===== config.mk =====
export PLATFORM = sky130hd
export DESIGN_NAME = blinky_led
export DESIGN_NICKNAME = d
export VERILOG_FILES = /design/src/rtl/blinky_led.sv
export SDC_FILE = /design/constraint.sdc
export NUM_CORES = 1
export LEC_CHECK = 0
export ABC_AREA = 1
export BUFFER_PORTS_ARGS = -buffer_cell sky130_fd_sc_hd__buf_2
export CORE_UTILIZATION = 30
export DETAILED_ROUTE_END_ITERATION = 10
export GPL_ROUTABILITY_DRIVEN = 1
export MAX_ROUTING_LAYER = met4
export PLACE_DENSITY = 0.52
export SYNTH_ARGS = -nofsm -noshare
export SYNTH_HDL_FRONTEND = slang
export SYNTH_SLANG_ARGS = --single-unit

===== constraint.sdc =====
create_clock -name clk -period 1.4 [get_ports clk]
set_clock_uncertainty 0.2 [all_clocks]
set_input_delay 0.07 -clock clk [delete_from_list [all_inputs] [get_ports clk]]
set_output_delay 0.07 -clock clk [all_outputs]
set_load 0.01 [all_outputs]

===== src/rtl/blinky_led.sv =====
// Free-running LED heartbeat: divides clk by HALF_PERIOD and toggles led,
// with a one-cycle toggle strobe and a wrapping completed-blink counter.
module blinky_led #(
  parameter int unsigned HALF_PERIOD = 4,
  parameter int unsigned CNT_W       = 16,
  parameter int unsigned BLINK_W     = 8
) (
  input  logic               clk,
  input  logic               rst_n,
  input  logic               en,
  output logic               led,
  output logic               tick,
  output logic [BLINK_W-1:0] blink_cnt
);

  localparam logic [CNT_W-1:0] LAST = CNT_W'(HALF_PERIOD - 1);

  logic [CNT_W-1:0] cnt;

  // A disabled edge holds the partial count, so the period stretches by the
  // number of disabled cycles instead of losing phase.
  always_ff @(posedge clk or negedge rst_n) begin
    if (!rst_n) begin
      cnt       <= '0;
      led       <= 1'b0;
      tick      <= 1'b0;
      blink_cnt <= '0;
    end else if (en) begin
      if (cnt == LAST) begin
        cnt  <= '0;
        led  <= ~led;
        tick <= 1'b1;
        if (led)
          blink_cnt <= blink_cnt + 1'b1;
      end else begin
        cnt  <= cnt + 1'b1;
        tick <= 1'b0;
      end
    end else begin
      tick <= 1'b0;
    end
  end

endmodule


# After elaboration in Yosys (flattened, before gate mapping)
# Cells that the tools add are included.
[totals] out_inout_bits=10 inputBits=3 reg_bits=26 word_cells=13
[classes] n_addsub=2 reduce_logical=2 eq_ne=1 bitwise=1 mux=3
[ops] op="16-bit by 1-bit adder with 16-bit output, second input constant" count=1
[ops] op="16-bit by 2-bit equality test with 1-bit output, second input constant" count=1
[ops] op="16-bit 2-to-1 mux" count=1
[ops] op="8-bit by 1-bit adder with 8-bit output, second input constant" count=1
[ops] op="3-bit AND reduction" count=1
[ops] op="1-bit 2-to-1 mux" count=2
[ops] op="2-bit AND reduction" count=1
[ops] op="1-bit inverter" count=1

# Logic depth before layout (Yosys ltp)
[logic_depth] ltp_word=3 depth_mapped=9 ltp_nobuf=9

# Worst setup path before layout
# Ideal clock, no wire load.
[synth_timing] path_type="reg-to-reg" start="register cnt[0]" end="register cnt[10]" path_slack_ns=-0.039 path_buffers=0 synth_period_minus_slack_ns=1.439 required_ns=1.087 arrival_ns=1.126 stages_incl_launch_ff=9 setup_time_ns=0.113 path_cell_list="dfrtp_1 ha_1 nand2_1 nor2_2 inv_2 nor2_4 nand4_1 nand2_1 inv_1"
[synth_via] elab_chain_cells=2 word_cells_on_any_way=3 classes_between="1 x add/sub; 1 x eq/ne; 1 x mux"
[synth_lines] element="start, declared" line_no="18" rtl="logic [CNT_W-1:0] cnt;"
[synth_lines] element="start signal, assigned" line_no="36" rtl="cnt <= cnt + 1'b1;"
[synth_lines] element="16-bit by 1-bit adder with 16-bit output / 16-bit by 2-bit equality test with 1-bit output (equally long branches)" line_no="36, 29"
[synth_lines] element="16-bit 2-to-1 mux *" line_no="29" rtl="if (cnt == LAST) begin"
# Every way passes the cells marked *; elsewhere a longest branch is shown, timed or not.
# A chain may end at the register's enable or synchronous reset.

# Worst setup path after layout
[layout_timing] start="register cnt[0]" end="register blink_cnt[3]"
[layout_via] elab_chain_cells=2
[layout_lines] element="16-bit by 2-bit equality test with 1-bit output" line_no="29"
[layout_lines] element="3-bit AND reduction (no source line)"
[layout_lines] element="end signal, assigned" line_no="34" rtl="blink_cnt <= blink_cnt + 1'b1;"
[layout_lines] element="end, declared" line_no="13" rtl="output logic [BLINK_W-1:0] blink_cnt"
# No other way between the ends.

==> reports/metrics.yaml <==
area_delta_synth_final_pct: 32.6
cp.arrival_ns: 1.50
drt_wl_total_mm: 3.47
drt_first_pass_iters: 4
synth_compound_area_frac: 0.0171
maxCapViolCount: 0
syn_nets: 213
grt_start_max_net_pins: 27
dr_total_vias: 1409
grt_pass1_wl_mm: 5.79
syn_inst: 208
wl_per_cell_um: 10.6
crit_chain: "ha_4 -> nand3_2 -> nor2_8 -> nand2_4 -> nor2_8 -> nand2_1 -> nand2_1"
rsz0062_at_grt: "true"
synth-simple-area-share: 0.420
finalHoldWorstSlack_ns: 0.00696
design_area_um2: 2140
num_antenna_cells: 0
vdd_ir_drop_max_uv: 445
path_max_fanout: 6
root_buffer: "clkbuf_8"
antenna_found_initial: 0
cpLargestDelayFamily: "simple AND/OR/NAND/NOR gates"
max_stage_delay_ns: 0.42
crit_type: "flop to flop"
synth_adder_area_share: 0.0155
core.rowCount: 26
path_clk_slew_ns: 0.10
design.core.area_um2: 5140
status: "finished with violations"
cts_max_level: 1
hp-class: "primary input to flop"
port_buffers: 12
drc: 0
critPathBufInv: 0
finalMaxSlewViolations: 0
grt_use_total: 0.143
clockBufferDepth: 2
slew-limit-headroom: 0.770
end_kind: "flop"
max_freq_ghz: 0.676
io_pins: 13
ant_nets: 0
synth_edf_count: 0
clock_latency_ns: 0.28
synthTopCellsByCount: "nand2_1 (66), inv_1 (28), dfrtp_1 (26)"
synth_most_common_cell: "nand2_1"
nets: 264
die_h_um: 75.3
power_density_nw_per_um2: 1020
tightest_slew_ns: 0.346
synthMuxAreaShare: 0
die_area_um2: 5660
first_iter_violations: 68
synthArstFlopShare: 1.00
violations: "setup timing"
start_kind: "flop"
cts_made_buffers: 3
dpl_cell_area_um2: 1990
p_leak_nw: 1.20
synth_top_area_share: 0.404
hpwlAfterDp_mm: 2.63
synth_area_per_cell_um2: 7.74
period_share: 1.06
initial_core_util: 0.313
gp_congestion: 0.805
period_needed_ns: 1.48
grt-ovfl-total: 0
synth_top_family_by_area: "simple AND/OR/NAND/NOR gates"
ys_ff_latch: 26
ys_types: 24
syn_area_um2: 1610
ys_seq_area_frac: 0.404
ys_warn_count: 0
yosys-top-cells-area: "dfrtp_1 (40%), nand2_1 (15%), inv_1 (6.5%)"
setup_viol_count_final: 21
viasPerCell: 4.30
numClockSinks: 26
drive_above_1_share: 0.318
fin_ws_ns: -0.0795
cts_tree: "done"
cpMaxStageDelayCell: "dfrtp_1"
crit_required_ns: 1.42
synth-main-ff-cell: "dfrtp_1"
grt_pass1_vias: 1263
yosysTopAreaCell: "dfrtp_1"
die_w_um: 75.3
synth_xor_area_frac: 0.0598
finalHoldViolations: 0
final timing paths:
path	endpoint	slack (ns)	cells past startpoint	startpoint
setup / recovery	blink_cnt[3]	-0.08	7	cnt[0]
hold / removal	cnt[0]	0.007	3	en
setup reg to reg	blink_cnt[3]	-0.08	7	cnt[0]
hold reg to reg	blink_cnt[7]	0.33	2	blink_cnt[7]
max in group asynchronous	cnt[1]	0.62	3	rst_n
min in group asynchronous	cnt[13]	0.11	3	rst_n
placed cells by master (no fill, tap or decap), types with 2 or more instances in the layout:
cell,instances
nand2_4,3
clkbuf_8,3
xnor2_1,3
nand4_1,6
nor2_2,5
inv_2,3
nor2_1,18
nand3_1,18
nand3_2,3
buf_4,34
dfrtp_1,22
dfrtp_2,4
xor2_1,8
buf_2,12
nor2_4,5
nand3_4,2
dlygate4sd3_1,2
nor2_8,3
nand2_1,64
a21oi_1,2
nand2_2,3
inv_1,28
power breakdown:
group / switching (mW) / internal, mW
sequential: 0.0989 / 0.838
clock: 0.254 / 0.383
combinational: 0.320 / 0.275
total: 0.674 / 1.50
layer usage:
metal	vias to the layer above	global-route usage	wire, µm
li1	740	-	-
met1	653	0.207	1810
met2	11	0.206	1560
met3	5	0.0161	48
met4	0	0.0494	58
met5	-	-	0
flip-flops by register name, summed over array words and instances (netlist names):
register,count
tick,1
blink_cnt,8
cnt,16
led,1
kinds of logic (layout without fill, tap and decap cells):
kind of cell | Yosys count | after routing
AOI/OAI and AO/OA | 5 | 5
DFF | 26 | 26
buffers and inverters | 33 | 83
and+or+nand+nor | 131 | 131
xor gates and xnor gates | 11 | 11
adders and majority gates | 2 | 2
layout make-up:
type	count	area, µm²
multi-input combinational	149	870
clock buffer	3	41.3
tap	70	87.6
sequential	26	656
timing repair buffer	48	335
fill	562	3000
clock inverter	1	30.0
inverter	31	116
stage by stage:
step                utilization  cells  TNS [ns]  setup slack [ns]  total power, mW
finish                    0.416    328     -1.01           -0.0795             2.17
global route              0.416    328     -3.32            -0.182             2.30
CTS                       0.409    327     -1.53           -0.0938             2.17
detailed placement        0.387    320     -1.84            -0.128             1.49
global placement          0.387    320     -1.06           -0.0865             1.49
floorplan                     -    208  -0.00892          -0.00565             1.24
worst register-to-register path, stage by stage (launching register included):
cell	delay [ns]
dfrtp_1	0.42
ha_4	0.19
nand3_2	0.13
nor2_8	0.16
nand2_4	0.09
nor2_8	0.12
nand2_1	0.07
nand2_1	0.05
timing repair:
item / in CTS / in global routing
hold buffers: 2 / 0
gates resized for setup: 2 / 9
pin swaps: 3 / 3
endpoints found under the hold margin: 28 / 0
setup endpoints to repair: 23 / 26
setup buffers: 1 / 1
No activity file was read; power rests on OpenSTA's default activity.
